===== src/rtl/fdc_code_averager_pkg.sv =====
// Shared definitions for the FDC code averager: default widths, the window FSM
// state type and the sum-width helper.
package fdc_pkg;

  localparam int CODE_W_DEF = 5;
  localparam int LOG2_N_DEF = 4;

  function automatic int sum_width(input int code_w, input int log2_n);
    return code_w + log2_n;
  endfunction

  localparam int SUM_W = sum_width(CODE_W_DEF, LOG2_N_DEF);

  typedef enum logic [0:0] {
    IDLE  = 1'b0,
    ACCUM = 1'b1
  } state_e;

endpackage


===== src/rtl/fdc_code_averager_if.sv =====
// Result bus of the averager: window sum/min/max with a valid/ready handshake.
interface fdc_code_averager_if
  import fdc_pkg::*;
#(
  parameter int CODE_W = CODE_W_DEF,
  parameter int SUM_W  = fdc_pkg::SUM_W
);

  logic [SUM_W-1:0]  sum_out;
  logic [CODE_W-1:0] min_out;
  logic [CODE_W-1:0] max_out;
  logic              res_valid;
  logic              res_ready;

  modport master (output sum_out, min_out, max_out, res_valid, input res_ready);
  modport slave  (input sum_out, min_out, max_out, res_valid, output res_ready);

endinterface


===== src/rtl/fdc_code_averager_result_hold.sv =====
// Single-entry result holding register with valid/ready handshake and
// dropped-window status (sticky overrun, saturating drop counter).
module fdc_result_hold
  import fdc_pkg::*;
#(
  parameter int CODE_W = CODE_W_DEF,
  parameter int SUM_W  = fdc_pkg::SUM_W,
  parameter int DROP_W = 8
) (
  input  logic                clk,
  input  logic                reset,
  input  logic                i_load,
  input  logic [SUM_W-1:0]    i_sum,
  input  logic [CODE_W-1:0]   i_min,
  input  logic [CODE_W-1:0]   i_max,
  input  logic                i_clr_status,
  fdc_code_averager_if.master res_if,
  output logic                o_overrun,
  output logic [DROP_W-1:0]   o_drop_cnt
);

  localparam logic [DROP_W-1:0] DROP_ONE = DROP_W'(1);
  localparam logic [DROP_W-1:0] DROP_MAX = {DROP_W{1'b1}};

  logic [SUM_W-1:0]  r_sum;
  logic [CODE_W-1:0] r_min;
  logic [CODE_W-1:0] r_max;
  logic              r_valid;
  logic              r_overrun;
  logic [DROP_W-1:0] r_drop_cnt;

  logic              w_take;
  logic              w_drop;
  logic [DROP_W-1:0] w_drop_inc;

  // A completed window is taken if the slot is empty or is being emptied this cycle.
  always_comb begin
    w_take     = i_load && (!r_valid || res_if.res_ready);
    w_drop     = i_load && r_valid && !res_if.res_ready;
    w_drop_inc = (r_drop_cnt == DROP_MAX) ? DROP_MAX : (r_drop_cnt + DROP_ONE);
  end

  // Holding register and status flags; a coinciding drop beats clr_status.
  always_ff @(posedge clk) begin
    if (reset) begin
      r_sum      <= '0;
      r_min      <= '0;
      r_max      <= '0;
      r_valid    <= 1'b0;
      r_overrun  <= 1'b0;
      r_drop_cnt <= '0;
    end else begin
      if (w_take) begin
        r_sum   <= i_sum;
        r_min   <= i_min;
        r_max   <= i_max;
        r_valid <= 1'b1;
      end else if (r_valid && res_if.res_ready) begin
        r_valid <= 1'b0;
      end
      if (w_drop) begin
        r_overrun  <= 1'b1;
        r_drop_cnt <= i_clr_status ? DROP_ONE : w_drop_inc;
      end else if (i_clr_status) begin
        r_overrun  <= 1'b0;
        r_drop_cnt <= '0;
      end
    end
  end

  assign res_if.sum_out   = r_sum;
  assign res_if.min_out   = r_min;
  assign res_if.max_out   = r_max;
  assign res_if.res_valid = r_valid;
  assign o_overrun        = r_overrun;
  assign o_drop_cnt       = r_drop_cnt;

endmodule


===== src/rtl/fdc_code_averager.sv =====
// FDC code averager: accumulates windows of 2^LOG2_N codes into sum/min/max and
// hands each finished window to the result holding register.
module fdc_code_averager
  import fdc_pkg::*;
#(
  parameter int CODE_W = CODE_W_DEF,
  parameter int LOG2_N = LOG2_N_DEF,
  parameter int DROP_W = 8
) (
  input  logic                clk,
  input  logic                reset,
  input  logic                enable,
  input  logic [CODE_W-1:0]   code_in,
  input  logic                code_valid,
  fdc_code_averager_if.master res_if,
  output logic                overrun,
  output logic [DROP_W-1:0]   drop_cnt,
  input  logic                clr_status
);

  localparam int                ACC_W    = sum_width(CODE_W, LOG2_N);
  localparam logic [LOG2_N-1:0] CNT_ONE  = LOG2_N'(1);
  localparam logic [LOG2_N-1:0] CNT_LAST = {LOG2_N{1'b1}};

  state_e            r_state;
  logic [LOG2_N-1:0] r_cnt;
  logic [ACC_W-1:0]  r_acc;
  logic [CODE_W-1:0] r_min;
  logic [CODE_W-1:0] r_max;

  state_e            w_state_nxt;
  logic [LOG2_N-1:0] w_cnt_nxt;
  logic [ACC_W-1:0]  w_acc_nxt;
  logic [CODE_W-1:0] w_min_nxt;
  logic [CODE_W-1:0] w_max_nxt;
  logic [ACC_W-1:0]  w_sum_fin;
  logic [CODE_W-1:0] w_min_fin;
  logic [CODE_W-1:0] w_max_fin;
  logic              w_done;

  // Window state, counter and running statistics.
  always_ff @(posedge clk) begin
    if (reset) begin
      r_state <= IDLE;
      r_cnt   <= '0;
      r_acc   <= '0;
      r_min   <= {CODE_W{1'b1}};
      r_max   <= '0;
    end else begin
      r_state <= w_state_nxt;
      r_cnt   <= w_cnt_nxt;
      r_acc   <= w_acc_nxt;
      r_min   <= w_min_nxt;
      r_max   <= w_max_nxt;
    end
  end

  // Next-state logic; the completing sample's values feed the holding register
  // while the window itself restarts, so back-to-back strobes lose nothing.
  always_comb begin
    w_sum_fin   = r_acc + {{LOG2_N{1'b0}}, code_in};
    w_min_fin   = (code_in < r_min) ? code_in : r_min;
    w_max_fin   = (code_in > r_max) ? code_in : r_max;
    w_state_nxt = r_state;
    w_cnt_nxt   = r_cnt;
    w_acc_nxt   = r_acc;
    w_min_nxt   = r_min;
    w_max_nxt   = r_max;
    w_done      = 1'b0;
    case (r_state)
      IDLE: begin
        w_cnt_nxt = '0;
        w_acc_nxt = '0;
        w_min_nxt = {CODE_W{1'b1}};
        w_max_nxt = '0;
        if (enable) begin
          w_state_nxt = ACCUM;
        end else begin
          w_state_nxt = IDLE;
        end
      end
      ACCUM: begin
        if (!enable || (code_valid && (r_cnt == CNT_LAST))) begin
          w_state_nxt = enable ? ACCUM : IDLE;
          w_done      = enable;
          w_cnt_nxt   = '0;
          w_acc_nxt   = '0;
          w_min_nxt   = {CODE_W{1'b1}};
          w_max_nxt   = '0;
        end else if (code_valid) begin
          w_cnt_nxt = r_cnt + CNT_ONE;
          w_acc_nxt = w_sum_fin;
          w_min_nxt = w_min_fin;
          w_max_nxt = w_max_fin;
        end else begin
          w_state_nxt = ACCUM;
        end
      end
      default: begin
        w_state_nxt = IDLE;
        w_cnt_nxt   = '0;
        w_acc_nxt   = '0;
        w_min_nxt   = {CODE_W{1'b1}};
        w_max_nxt   = '0;
      end
    endcase
  end

  fdc_result_hold #(
    .CODE_W (CODE_W),
    .SUM_W  (ACC_W),
    .DROP_W (DROP_W)
  ) u_hold (
    .clk          (clk),
    .reset        (reset),
    .i_load       (w_done),
    .i_sum        (w_sum_fin),
    .i_min        (w_min_fin),
    .i_max        (w_max_fin),
    .i_clr_status (clr_status),
    .res_if       (res_if),
    .o_overrun    (overrun),
    .o_drop_cnt   (drop_cnt)
  );

endmodule


===== src/flat_wrapper.sv =====
// flat-port wrapper written by rule: the top's interface ports become plain ports
module fdc_code_averager_flat import fdc_pkg::*;
#(
  parameter int CODE_W = CODE_W_DEF,
  parameter int LOG2_N = LOG2_N_DEF,
  parameter int DROP_W = 8
)
  (clk, reset, enable, code_in, code_valid, overrun, drop_cnt, clr_status, res_if_sum_out, res_if_min_out, res_if_max_out, res_if_res_valid, res_if_res_ready);
  fdc_code_averager_if #(.CODE_W(CODE_W)) res_if_i ();
  input  logic clk;
  input  logic reset;
  input  logic enable;
  input  logic [CODE_W-1:0] code_in;
  input  logic code_valid;
  output logic overrun;
  output logic [DROP_W-1:0] drop_cnt;
  input  logic clr_status;
  output wire logic [$bits(res_if_i.sum_out)-1:0] res_if_sum_out;
  output wire logic [$bits(res_if_i.min_out)-1:0] res_if_min_out;
  output wire logic [$bits(res_if_i.max_out)-1:0] res_if_max_out;
  output wire logic [$bits(res_if_i.res_valid)-1:0] res_if_res_valid;
  input wire logic [$bits(res_if_i.res_ready)-1:0] res_if_res_ready;
  assign res_if_sum_out = res_if_i.sum_out;
  assign res_if_min_out = res_if_i.min_out;
  assign res_if_max_out = res_if_i.max_out;
  assign res_if_res_valid = res_if_i.res_valid;
  assign res_if_i.res_ready = res_if_res_ready;
  fdc_code_averager #(.CODE_W(CODE_W), .LOG2_N(LOG2_N), .DROP_W(DROP_W)) u_core (.clk(clk), .reset(reset), .enable(enable), .code_in(code_in), .code_valid(code_valid), .res_if(res_if_i), .overrun(overrun), .drop_cnt(drop_cnt), .clr_status(clr_status));
endmodule

===== config.mk =====
export PLATFORM = sky130hd
export DESIGN_NAME = fdc_code_averager_flat
export DESIGN_NICKNAME = d
export VERILOG_FILES = /design/src/rtl/fdc_code_averager_pkg.sv /design/src/rtl/fdc_code_averager_if.sv /design/src/rtl/fdc_code_averager_result_hold.sv /design/src/rtl/fdc_code_averager.sv /design/src/flat_wrapper.sv
export SDC_FILE = /design/constraint.sdc
export NUM_CORES = 1
export LEC_CHECK = 0
export BUFFER_PORTS_ARGS = -buffer_cell sky130_fd_sc_hd__buf_2
export CAP_MARGIN = 5
export CORE_MARGIN = 8
export CORE_UTILIZATION = 61
export DETAILED_ROUTE_END_ITERATION = 8
export GPL_TIMING_DRIVEN = 0
export PLACE_DENSITY = 0.84
export SYNTH_ARGS = -nofsm -noshare
export SYNTH_HDL_FRONTEND = slang
export SYNTH_HIERARCHICAL = 1
export SYNTH_SLANG_ARGS = --single-unit

===== constraint.sdc =====
create_clock -name clk -period 5.7 [get_ports clk]
set_input_delay 0.57 -clock clk [delete_from_list [all_inputs] [get_ports clk]]
set_output_delay 0.57 -clock clk [all_outputs]
set_load 0.03 [all_outputs]

==> results.yml <==
finish:
  drive_gt1_share_pct: 20.3
  most-common-layout-cells: "53 x dfxtp_1, 44 x buf_2, 31 x a21oi_1"
  nFillCells: 358
  finalNetCount: 382
  diodes: 0
  area_delta_synth_final_pct: 12.5
  regArea_sq_um: 1060
  multi_input_area_sq_um: 1580
  final_common_cell: "dfxtp_1"
  post-route-util_pct: 71.5
cts:
  clkSinkCount: 53
  worstSkewPairLatency_ns: 0.31
  cts_setup_buffers: 0
  cts_tree: "built"
  cts_buffer_depth: 2
  cts_made_buffers: 5
  cts_resized: 0
  clk_pin_slew_worst_paths_ns: 0.09
  h-tree-depth: 2
  clockRootBuffer: "clkbuf_8"
  cts_hold_buffers: 0
power_and_ir_drop:
  ir_worst_vdd_mv: 0.143
  p_per_area_nw_per_um2: 209
  leakagePower_nw: 1.33
route:
  drt_iter0_markers: 187
  num_vias: 2475
  routed_via_density: 6.10
  drt_wl_total_um: 6650
  wl_per_cell_um: 16.4
  firstDrtPassIters: 4
  drc: 0
  drtAntennaViolNets: 0
global_route:
  grt_overflow: 0
  antenna_found_initial: 0
  grt_pass1_vias: 2395
  grt_max_degree: 16
  grt_pass1_wl_um: 10900
  grtUsageTotal_pct: 18.6
logic_synthesis:
  synth_cells: 309
  ys.flop_type: "dfxtp_1"
  ys_seq_area_share_pct: 38.4
  yosys_warnings: 6
  synth_seq_cells: 53
  synth_edf_count: 0
  async_flop_share_pct: 0
  synth_fp_nets: 337
  yosysUniqueCellTypes: 51
  synthesis.area_sq_um: 2770
  syn_area_per_cell_sq_um: 8.95
sta:
  setup_violations: 0
  max_freq_mhz: 441
  hold_viol_final: 0
  slew_headroom_pct: 60.5
  tns_ns: 0
  tightestPinTransition_ns: 0.590
  fin_crit_sh_pct: 39.8
  layout_min_cycle_time_ns: 2.27
  final.setup.worst_slack_ns: 3.43
  drv_slew: 0
  finClkSkew_ns: 0.00407
  rsz0062_at_grt: "no"
worst_setup_path:
  path_class: "in -> reg"
  cp.arrival_ns: 2.45
  worst_setup_path_end_kind: "register"
  critical_path.max_fanout: 7
  worstPathRequired_ns: 5.88
  cp-start-kind: "input pin"
placed_design:
  gp_congestion: 0.823
  dp_hpwl_um: 4850
  place_ws_ns: 3.15
  io_buffers: 38
hold_path:
  hp-class: "reg -> reg"
run:
  drv_cap: 0
floorplan:
  dieArea_sq_um: 6950
  core_region_area_sq_um: 4350
  num_rows: 24
  pin_count: 40
  start_util_pct: 63.5
  die-height_um: 83.3
  dieWidth_um: 83.3
status:
  status: "complete, no violations"
-- metal layers --
metal | wire (um) | GRT usage, % | up-vias
met1 | 2750 | 21.1 | 1164
met4 | 63 | 5.91 | 0
li1 | - | - | 1218
met5 | 0 | 0 | -
met3 | 476 | 5.08 | 6
met2 | 3370 | 32.8 | 87
-- sequential cells by signal, summed over array words and instances (netlist names) --
| register | flops |
|---|---|
| u_core/u_hold/res_if.max_out | 5 |
| u_core/u_hold/res_if.min_out | 5 |
| u_core/u_hold/o_overrun | 1 |
| u_core/r_min | 5 |
| u_core/u_hold/o_drop_cnt | 8 |
| u_core/r_cnt | 4 |
| u_core/u_hold/res_if.res_valid | 1 |
| u_core/r_acc | 9 |
| u_core/r_max | 5 |
| u_core/r_state | 1 |
| u_core/u_hold/res_if.sum_out | 9 |
-- stage by stage --
step	total power, mW	instances	cell area [sq um]	hold WS [ns]
floorplan	0.421	309	2770	0.442
global placement	0.437	399	3020	0.451
detailed placement	0.439	399	3020	0.456
CTS	0.652	406	3110	0.477
global route	0.675	406	3110	0.496
finish	0.649	406	3110	0.476
-- synth_stat cells, types with 5 or more instances --
cell type | number | area (sq um)
a211oi_1 | 5 | 37.5
a21oi_1 | 31 | 155
buf_2 | 6 | 30.0
clkbuf_1 | 5 | 18.8
dfxtp_1 | 53 | 1060
ha_1 | 16 | 200
inv_1 | 16 | 60.1
mux2_2 | 8 | 90.1
mux2i_1 | 7 | 70.1
nand2_1 | 14 | 52.6
nand3_1 | 22 | 110
nor2_1 | 17 | 63.8
o21ai_0 | 26 | 130
xnor2_1 | 6 | 52.6
-- cell type report --
class	instances	area share, %
clock inverter	1	0.241
multi-input combinational	226	50.7
timing repair buffer	38	6.11
tap	52	2.09
sequential	53	34.1
clock buffer	6	2.65
inverter	16	1.93
buffer	14	2.21
-- path summary, 6_finish.rpt --
path | startpoint | to | slack (ns) | depth (start not counted)
max | code_in[2] | u_core/u_hold/res_if.min_out[2] | 3.43 | 9
min reg2reg | u_core/u_hold/res_if.sum_out[2] | u_core/u_hold/res_if.sum_out[2] | 0.48 | 2
min | u_core/u_hold/res_if.sum_out[2] | u_core/u_hold/res_if.sum_out[2] | 0.48 | 2
max reg2reg | u_core/r_max[2] | u_core/u_hold/res_if.max_out[1] | 3.47 | 8
-- report_power, final --
| part | total, mW | switching (mW) | internal [mW] |
|---|---|---|---|
| Combinational | 0.0592 | 0.0356 | 0.0236 |
| Clock | 0.217 | 0.121 | 0.0962 |
| Sequential | 0.373 | 0.00107 | 0.372 |
-- critical path: stages --
cell and delay [ns]:
buf_2 0.16, ha_1 0.34, a21oi_1 0.14, o21ai_1 0.17, a21o_1 0.22, a21oi_2 0.29, mux2_2 0.39, nand3_1 0.09
a21oi_1 0.06
-- logic make-up after synthesis --
family | share of synthesized area, %
simple gates | 16.2
mux | 5.79
xor+xnor | 2.85
buf+inv | 4.66
flops | 38.4
fa+ha+maj | 7.96
compound gates | 24.2
(Power assumes the default switching activity.)
